File: src/rtl/m_store_buffer_if.sv
// m_store_buffer_if: request and memory-drain signals of the M-stage store buffer.
//   req_*  : store request from the pipeline (valid/ready, size, address, right-aligned data)
//            plus the registered misalignment drop pulse.
//   mem_*  : head entry of the buffer towards the data memory (valid/ready, aligned
//            address, byte enables, lane-placed data).
// Modports: master = pipeline/memory model side, slave = store buffer side.
interface m_store_buffer_if #(
  parameter int DATA_W = 32,
  parameter int ADDR_W = 32
);
  localparam int NB = DATA_W / 8;

  logic              req_valid;
  logic              req_ready;
  logic [1:0]        req_size;
  logic [ADDR_W-1:0] req_addr;
  logic [DATA_W-1:0] req_data;
  logic              req_misalign;
  logic              mem_valid;
  logic              mem_ready;
  logic [ADDR_W-1:0] mem_addr;
  logic [NB-1:0]     mem_byteen;
  logic [DATA_W-1:0] mem_wdata;

  modport master (
    output req_valid, req_size, req_addr, req_data, mem_ready,
    input  req_ready, req_misalign, mem_valid, mem_addr, mem_byteen, mem_wdata
  );

  modport slave (
    input  req_valid, req_size, req_addr, req_data, mem_ready,
    output req_ready, req_misalign, mem_valid, mem_addr, mem_byteen, mem_wdata
  );
endinterface

File: src/rtl/m_store_buffer.sv
// m_store_buffer: M-stage store path. Checks alignment of byte/half/word/dword stores,
// builds lane-placed write data with byte enables and queues accepted stores in a
// DEPTH-entry circular FIFO drained to data memory over a valid/ready port.
// Ports:
//   clk    : clock, all state on rising edge
//   reset  : asynchronous active-low reset
//   bus    : m_store_buffer_if.slave (req_* request side, mem_* drain side)
//   count  : number of occupied entries
// Optional feature: define STORE_MERGE_EN to merge a store into the tail entry when
// it targets the same aligned word and the tail is not the head.
module m_store_buffer #(
  parameter int DATA_W = 32,
  parameter int ADDR_W = 32,
  parameter int DEPTH  = 4
) (
  input  logic                     clk,
  input  logic                     reset,
  m_store_buffer_if.slave          bus,
  output logic [$clog2(DEPTH):0]   count
);
  localparam int NB = DATA_W / 8;
  localparam int OB = $clog2(NB);
  localparam int PW = $clog2(DEPTH);
  localparam int CW = PW + 1;

  // Right-aligned lane mask for a size code (1, 2, 4 or 8 bytes).
  function automatic logic [NB-1:0] f_lane_mask(input logic [1:0] size);
    logic [7:0] m;
    case (size)
      2'd0:    m = 8'h01;
      2'd1:    m = 8'h03;
      2'd2:    m = 8'h0F;
      2'd3:    m = 8'hFF;
      default: m = 8'h00;
    endcase
    return m[NB-1:0];
  endfunction

  // Expand byte enables to a per-bit mask.
  function automatic logic [DATA_W-1:0] f_bit_mask(input logic [NB-1:0] be);
    logic [DATA_W-1:0] m;
    m = {DATA_W{1'b0}};
    for (int i = 0; i < NB; i++) m[i*8 +: 8] = {8{be[i]}};
    return m;
  endfunction

  // Offset not a multiple of the access size, or access wider than the bus.
  function automatic logic f_misaligned(input logic [1:0] size, input logic [OB-1:0] off);
    logic [3:0] o;
    o = 4'(off);
    case (size)
      2'd0:    return 1'b0;
      2'd1:    return o[0];
      2'd2:    return |o[1:0];
      2'd3:    return (NB != 8) || (|o[2:0]);
      default: return 1'b1;
    endcase
  endfunction

  logic [ADDR_W-1:0] addr_q_r [DEPTH];
  logic [NB-1:0]     be_q_r   [DEPTH];
  logic [DATA_W-1:0] data_q_r [DEPTH];
  logic [PW-1:0]     wr_ptr_r, rd_ptr_r;
  logic [CW-1:0]     count_r;
  logic              misalign_r;

  logic [OB-1:0]     off_s;
  logic [ADDR_W-1:0] base_addr_s;
  logic [NB-1:0]     lane_s, be_s;
  logic [DATA_W-1:0] wdata_s;
  logic              mis_s, full_s, empty_s, merge_hit_s, ready_s;
  logic              hs_s, push_s, merge_s, pop_s;
  logic [PW-1:0]     tail_s;

  assign off_s       = bus.req_addr[OB-1:0];
  assign base_addr_s = {bus.req_addr[ADDR_W-1:OB], {OB{1'b0}}};
  assign lane_s      = f_lane_mask(bus.req_size);
  assign be_s        = lane_s << off_s;
  assign wdata_s     = (bus.req_data & f_bit_mask(lane_s)) << {off_s, 3'b000};
  assign mis_s       = f_misaligned(bus.req_size, off_s);
  assign full_s      = (count_r == CW'(DEPTH));
  assign empty_s     = (count_r == {CW{1'b0}});
  assign tail_s      = wr_ptr_r - PW'(1'b1);

  // Tail-merge detection; head is excluded by requiring at least two entries.
  always_comb begin
`ifdef STORE_MERGE_EN
    if ((count_r >= CW'(2)) && !mis_s && (addr_q_r[tail_s] == base_addr_s)) begin
      merge_hit_s = 1'b1;
    end else begin
      merge_hit_s = 1'b0;
    end
`else
    merge_hit_s = 1'b0;
`endif
  end

  // A full buffer only accepts a merging store; pops do not free space this cycle.
  assign ready_s = !full_s || merge_hit_s;
  assign hs_s    = bus.req_valid && ready_s;
  assign push_s  = hs_s && !mis_s && !merge_hit_s;
  assign merge_s = hs_s && !mis_s && merge_hit_s;
  assign pop_s   = !empty_s && bus.mem_ready;

  // Pointer, occupancy and misalignment-pulse registers.
  always_ff @(posedge clk or negedge reset) begin
    if (!reset) begin
      wr_ptr_r   <= {PW{1'b0}};
      rd_ptr_r   <= {PW{1'b0}};
      count_r    <= {CW{1'b0}};
      misalign_r <= 1'b0;
    end else begin
      misalign_r <= hs_s && mis_s;
      if (push_s) wr_ptr_r <= wr_ptr_r + PW'(1'b1);
      if (pop_s)  rd_ptr_r <= rd_ptr_r + PW'(1'b1);
      case ({push_s, pop_s})
        2'b10:   count_r <= count_r + CW'(1'b1);
        2'b01:   count_r <= count_r - CW'(1'b1);
        default: count_r <= count_r;
      endcase
    end
  end

  // Entry storage: push writes at the write pointer, merge updates the tail.
  always_ff @(posedge clk or negedge reset) begin
    if (!reset) begin
      for (int i = 0; i < DEPTH; i++) begin
        addr_q_r[i] <= {ADDR_W{1'b0}};
        be_q_r[i]   <= {NB{1'b0}};
        data_q_r[i] <= {DATA_W{1'b0}};
      end
    end else if (push_s) begin
      addr_q_r[wr_ptr_r] <= base_addr_s;
      be_q_r[wr_ptr_r]   <= be_s;
      data_q_r[wr_ptr_r] <= wdata_s;
    end else if (merge_s) begin
      be_q_r[tail_s]   <= be_q_r[tail_s] | be_s;
      data_q_r[tail_s] <= (data_q_r[tail_s] & ~f_bit_mask(be_s)) | wdata_s;
    end
  end

  // Head presentation; zeros when nothing is queued.
  always_comb begin
    if (empty_s) begin
      bus.mem_addr   = {ADDR_W{1'b0}};
      bus.mem_byteen = {NB{1'b0}};
      bus.mem_wdata  = {DATA_W{1'b0}};
    end else begin
      bus.mem_addr   = addr_q_r[rd_ptr_r];
      bus.mem_byteen = be_q_r[rd_ptr_r];
      bus.mem_wdata  = data_q_r[rd_ptr_r];
    end
  end

  assign bus.mem_valid    = !empty_s;
  assign bus.req_ready    = ready_s;
  assign bus.req_misalign = misalign_r;
  assign count            = count_r;
endmodule

File: src/flat_wrapper.sv
// flat-port wrapper written by rule: the top's interface ports become plain ports
module m_store_buffer_flat 
#(
  parameter int DATA_W = 32,
  parameter int ADDR_W = 32,
  parameter int DEPTH  = 4
)
  (clk, reset, count, bus_req_valid, bus_req_size, bus_req_addr, bus_req_data, bus_mem_ready, bus_req_ready, bus_req_misalign, bus_mem_valid, bus_mem_addr, bus_mem_byteen, bus_mem_wdata);
  m_store_buffer_if #(.DATA_W(DATA_W), .ADDR_W(ADDR_W)) bus_i ();
  input  logic clk;
  input  logic reset;
  output logic [$clog2(DEPTH):0] count;
  input wire logic [$bits(bus_i.req_valid)-1:0] bus_req_valid;
  input wire logic [$bits(bus_i.req_size)-1:0] bus_req_size;
  input wire logic [$bits(bus_i.req_addr)-1:0] bus_req_addr;
  input wire logic [$bits(bus_i.req_data)-1:0] bus_req_data;
  input wire logic [$bits(bus_i.mem_ready)-1:0] bus_mem_ready;
  output wire logic [$bits(bus_i.req_ready)-1:0] bus_req_ready;
  output wire logic [$bits(bus_i.req_misalign)-1:0] bus_req_misalign;
  output wire logic [$bits(bus_i.mem_valid)-1:0] bus_mem_valid;
  output wire logic [$bits(bus_i.mem_addr)-1:0] bus_mem_addr;
  output wire logic [$bits(bus_i.mem_byteen)-1:0] bus_mem_byteen;
  output wire logic [$bits(bus_i.mem_wdata)-1:0] bus_mem_wdata;
  assign bus_i.req_valid = bus_req_valid;
  assign bus_i.req_size = bus_req_size;
  assign bus_i.req_addr = bus_req_addr;
  assign bus_i.req_data = bus_req_data;
  assign bus_i.mem_ready = bus_mem_ready;
  assign bus_req_ready = bus_i.req_ready;
  assign bus_req_misalign = bus_i.req_misalign;
  assign bus_mem_valid = bus_i.mem_valid;
  assign bus_mem_addr = bus_i.mem_addr;
  assign bus_mem_byteen = bus_i.mem_byteen;
  assign bus_mem_wdata = bus_i.mem_wdata;
  m_store_buffer #(.DATA_W(DATA_W), .ADDR_W(ADDR_W), .DEPTH(DEPTH)) u_core (.clk(clk), .reset(reset), .bus(bus_i), .count(count));
endmodule
File: config.mk
export PLATFORM = sky130hd
export DESIGN_NAME = m_store_buffer_flat
export DESIGN_NICKNAME = d
export VERILOG_FILES = /design/src/rtl/m_store_buffer_if.sv /design/src/rtl/m_store_buffer.sv /design/src/flat_wrapper.sv
export SDC_FILE = /design/constraint.sdc
export NUM_CORES = 1
export LEC_CHECK = 0
export CORE_MARGIN = 3
export CORE_UTILIZATION = 29
export CTS_BUF_LIST = sky130_fd_sc_hd__clkbuf_4 sky130_fd_sc_hd__clkbuf_8
export DETAILED_ROUTE_END_ITERATION = 10
export HOLD_SLACK_MARGIN = 0.03
export SLEW_MARGIN = 20
export SYNTH_ARGS = -nofsm -noshare
export SYNTH_HDL_FRONTEND = slang
export SYNTH_SLANG_ARGS = --single-unit
File: constraint.sdc
create_clock -name clk -period 5.3 [get_ports clk]
set_input_delay 1.06 -clock clk [delete_from_list [all_inputs] [get_ports clk]]
set_output_delay 1.06 -clock clk [all_outputs]
set_load 0.01 [all_outputs]
## Word level (Yosys, flattened, before mapping)

Cells that the tools add are included.

- $mul: 0
- Bitwise gates (word level): 3
- Reductions and logical operators: 12
- $lt $le $gt $ge: 3
- Div/mod/pow operators: 0
- Shifts and indexed selects: 2
- Add/subtract/negate cells: 4
- Equal/unequal tests: 6
- Multiplexer cells: 22

Operators by type and width:

| cell | count |
|---|---|
| bitwise mux 128 bit | 2 |
| 2-to-1 mux 32 bit | 7 |
| binary-select mux 32 bit (select 2 bit) | 2 |
| demux 32 bit (select 2 bit) | 1 |
| AND 32 bit | 1 |
| left shift 32 x 5 -> 32 bit | 1 |
| bitwise mux 16 bit | 1 |
| 2-to-1 mux 4 bit | 4 |
| case mux 4 bit (4 select lines) | 1 |
| binary-select mux 4 bit (select 2 bit) | 1 |
| demux 4 bit (select 2 bit) | 1 |
| == test 2 bit, second input constant | 3 |
| >= comparator 3 bit, second input constant | 2 |
| inverter 2 -> 3 bit | 2 |
| case mux 3 bit (2 select lines) | 1 |
| logical AND 1 bit | 5 |
| adder 2 x 1 -> 2 bit, second input constant | 2 |
| == test 2 x 1 -> 1 bit, second input constant | 2 |
| case mux 1 bit (4 select lines) | 1 |
| left shift 4 x 2 -> 4 bit | 1 |
| adder 3 x 1 -> 3 bit, second input constant | 1 |
| == test 3 bit, second input constant | 1 |
| logical NOT 1 bit | 3 |
| logical NOT 3 bit | 1 |
| other kinds (5) | 5 |

- Memories kept: 0
- Bits in writable memories: 0
- Flip-flop bits (word level): 280
- Bits in read-only memories: 0
- Output and inout port bits: 74
- Bits of input ports: 70
- Bits in latches: 0
- Word-level logic and storage cells: 68

## Longest topological paths before layout

- Depth in word-level cells: 6
- Mapped depth: 10
- Gate-level depth less buffers: 10

## Worst setup path after synthesis

No wires, ideal clock.

- Kind: register -> output
- Start point: register u_core.rd_ptr_r[0]
- End point: output bus_mem_addr[13]
- Arrival: 1.672 ns
- Buffers on the path: 3
- Stages on the path, launching flop included: 6
- Setup slack: 2.568 ns
- Data required time: 4.240 ns
- Cell sequence: dfrtp_1 -> clkbuf_1 -> buf_4 -> buf_2 -> mux4_2 -> and2_1

- Cells in the longest elaborated chain, start to end: 5

Ends and longest elaborated chain:

| what | line | RTL |
|---|---|---|
| start: declaration | m_store_buffer.sv:63 | `logic [PW-1:0] wr_ptr_r, rd_ptr_r;` |
| start signal: assignment | m_store_buffer.sv:109 | `rd_ptr_r <= {PW{1'b0}};` |
| start signal: assignment | m_store_buffer.sv:115 | `if (pop_s) rd_ptr_r <= rd_ptr_r + PW'(1'b1);` |
| inverter 2 -> 3 bit (implied by the code) | m_store_buffer.sv:149 | `bus.mem_addr = addr_q_r[rd_ptr_r];` |
| binary-select mux 32 bit (select 2 bit) | m_store_buffer.sv:149 |  |
| 2-to-1 mux 32 bit (implied by the code) (2 in a row) | m_store_buffer.sv:149 |  |
| 2-to-1 mux 32 bit | m_store_buffer.sv:144 | `if (empty_s) begin` |
| end: declaration | flat_wrapper.sv:21 | `output wire logic [$bits(bus_i.mem_addr)-1:0] bus_mem_addr;` |

Every way passes these cells. The select of a mux whose other input is x is not followed.

## Worst setup path in the final report

- Start point: register u_core.rd_ptr_r[0]
- End point: output bus_mem_wdata[1]

- Cells in the longest elaborated chain, start to end: 5

Ends and longest elaborated chain:

| what | line | RTL |
|---|---|---|
| inverter 2 -> 3 bit (implied by the code) | m_store_buffer.sv:151 | `bus.mem_wdata = data_q_r[rd_ptr_r];` |
| binary-select mux 32 bit (select 2 bit) | m_store_buffer.sv:151 |  |
| 2-to-1 mux 32 bit (implied by the code) (2 in a row) | m_store_buffer.sv:151 |  |
| 2-to-1 mux 32 bit | m_store_buffer.sv:144 |  |
| end: declaration | flat_wrapper.sv:23 | `output wire logic [$bits(bus_i.mem_wdata)-1:0] bus_mem_wdata;` |

Every way passes these cells. The select of a mux whose other input is x is not followed.

==> impl_metrics.ini <==
[cts]
htree_levels = 2
numClockSinks = 272
clk_pin_slew_ns = 0.06
numCtsBuffers = 49
tritoncts = done
clk_latency_ns = 0.57
post_cts_buffers = 0
clock_path_buffers = 3
clock-root-buffer = clkbuf_8
cts_resized = 0
hold_buffers = 0

[power_and_ir_drop]
power_switching_share_pct = 29.86
ir_drop_v = 0.0003349
p_switching_mw = 3.101
power.density_nw_per_um2 = 624.0
share_comb_of_total_power_pct = 43.8
leakage_nw = 7.140
seqPwrFrac_pct = 35.2
intPower_mw = 7.282
p_clk_share_pct = 21.0

[grt]
grt_max_degree = 132
antenna_found_initial = 0
track_usage_pct = 13.35
grt_pass1_vias = 8469
grt_pass1_wl_mm = 52.07
grt-ovfl-total = 0

[timing]
timing.final.hold_violations = 0
min_period_ns = 4.125
finalCritPeriodShare_pct = 77.83
setup_violations = 0
maxSlewHeadroom_pct = 31.22
rsz0062_at_grt = false
worstMarginPinSlew_ns = 1.028
clock_skew_ns = 0.02436
fin_setup_tns_ns = 0
hold_slack_ns = 0.3356
max_freq_mhz = 242.4
drv_slew = 0

[detailed_routing]
drc_errors = 0
drt_wl_total_mm = 32.94
vias = 7568
ant_nets = 0
vias_per_cell = 4.632
wire_per_inst_um = 20.16
dr.pass1.iters = 4
drtIter0Drc = 413

[synthesis]
synth_cell_type_count = 35
synth_edf_count = 0
synth.area.top_cells = dfrtp_1 (50%), mux2_4 (18%), mux4_2 (11%)
yosys.area.top_type = dfrtp_1
yosysWarnings = 0
synth_area_um2 = 13560
syn_avg_cell_area_um2 = 15.93
seq_area_frac_synth_pct = 50.21
yosysTopAreaCellShare_pct = 50.21
synth-seq-cells = 272
synth_common_cells = dfrtp_1 (272), mux2_4 (160), mux2_2 (105)
yosysMostFrequentCell = dfrtp_1
synthCells = 851
synth-main-ff-cell = dfrtp_1
synth-async-reset-ratio_pct = 100.0

[worst_setup_path]
path_max_fanout = 30
cp-endpoint = bus_mem_wdata[1]
reg2reg_slack_ns = 2.67
arrival_ns = 3.07
startpoint = u_core.rd_ptr_r[0]
rr_worst_depth = 6
r2r_end = u_core.count[1]
worstSetupPathType = register to primary output
rr_startpoint = u_core.count[1]
cp.required_ns = 4.24
startpoint_type = register
endpoint_kind = primary output

[floorplan]
num_io_pins = 144
die_area_um2 = 49370
coreArea_um2 = 45770
rows = 78
fp.dieW_um = 222.2
die_h_um = 222.2
initial_utilization_pct = 29.62

[layout]
drive_above_1_share_pct = 43.33
antennaDiodeCount = 0
layout.nets = 1074
syn_to_final_growth_pct = 22.73

[placement]
numPortBuffers = 141
dpl.hpwl_mm = 20.52
gp_congestion = 0.7392

[flow_run]
drv_cap = 0

[worst_hold_path]
min_path_type = input pin to asynchronous set/reset pin

[run_status]
status = finished, final reports clean
-- worst max-delay path: stages, from the launching register on --
cell	delay, ns
dfrtp_4	0.88
buf_4	0.35
mux4_2	0.52
and2_1	0.17
clkdlybuf4s50_1	0.55
-- placed cells by master, fill, tap and decap left out, types with 4 or more instances in the layout --
master	count
a22oi_1	8
and2_1	75
buf_12	6
buf_4	13
clkbuf_4	15
clkbuf_8	60
clkdlybuf4s50_1	140
clkinv_2	5
dfrtp_1	270
ha_1	5
inv_1	6
mux2_2	105
mux2_4	160
mux2i_1	9
mux4_2	66
nand2_1	9
nor2_1	5
nor2b_1	10
nor3b_4	4
o21ai_0	9
o21ai_1	8
o2bb2ai_1	16
-- how the worst min path moves through the flow --
stage / slack, ns / cells after the start / to
floorplan: 0.48 / 1 / u_core.be_q_r[7]
global route: 0.30 / 1 / u_core.addr_q_r[114]
detailed placement: 0.49 / 1 / u_core.data_q_r[121]
finish: 0.34 / 1 / u_core.addr_q_r[114]
CTS: 0.29 / 1 / u_core.addr_q_r[50]
global placement: 0.48 / 1 / u_core.data_q_r[36]
-- cell type report --
cell class / instances / area [um2]
Timing Repair Buffer: 160 / 1634
Clock inverter: 12 / 148.9
Clock buffer: 75 / 938.4
Multi-Input combinational cell: 509 / 6329
Inverter: 6 / 22.52
Fill cell: 4356 / 29130
Sequential cell: 272 / 6814
Tap cell: 600 / 750.7
-- power by group through the flow --
stage	combinational (mW)	sequential [mW]	clock, mW
after global placement	4.59	3.64	0
final	4.55	3.66	2.18
after floorplan	3.15	3.38	0
after CTS	4.65	3.66	2.27
after detailed placement	4.63	3.68	0
after global routing	4.88	3.79	2.37
-- per-stage QoR --
stage               power [mW]  worst slack, ns  area (um2)  std cells  util, %
floorplan                6.524            2.568       13560        852        -
global placement         8.228            1.471       15550       1547    33.97
detailed placement       8.309            1.487       15550       1547    33.97
CTS                      10.58            1.040       16640       1634    36.35
global route             11.04           0.9339       16640       1634    36.35
finish                   10.38            1.175       16640       1634    36.35
-- state kept, by name (all words and copies together), names as in the netlist --
register,count
u_core.rd_ptr_r,2
u_core.data_q_r,128
u_core.bus.req_misalign,1
u_core.addr_q_r,120
u_core.count,3
u_core.be_q_r,16
u_core.wr_ptr_r,2
-- per-layer routing --
| metal | vias up | GRT usage (%) | wire, um |
|---|---|---|---|
| met5 | - | 0 | 0 |
| met4 | 0 | 2.910 | 375 |
| met3 | 31 | 3.237 | 1745 |
| met2 | 194 | 20.41 | 14890 |
| met1 | 3956 | 19.28 | 15930 |
| li1 | 3387 | - | - |
-- cell families (layout without fill, tap and decap cells) --
logic type | count (synthesis) | in the layout | synth area share (%)
adders and majority gates | 6 | 6 | 0.6092
and+or+nand+nor | 110 | 110 | 5.040
DFF | 272 | 272 | 50.21
AOI/OAI and AO/OA | 45 | 45 | 2.326
buffers and inverters | 71 | 253 | 3.323
other | 1 | 2 | 0.02766
muxes | 340 | 340 | 38.07
xor gates and xnor gates | 6 | 6 | 0.3877
(Power assumes the default switching activity.)
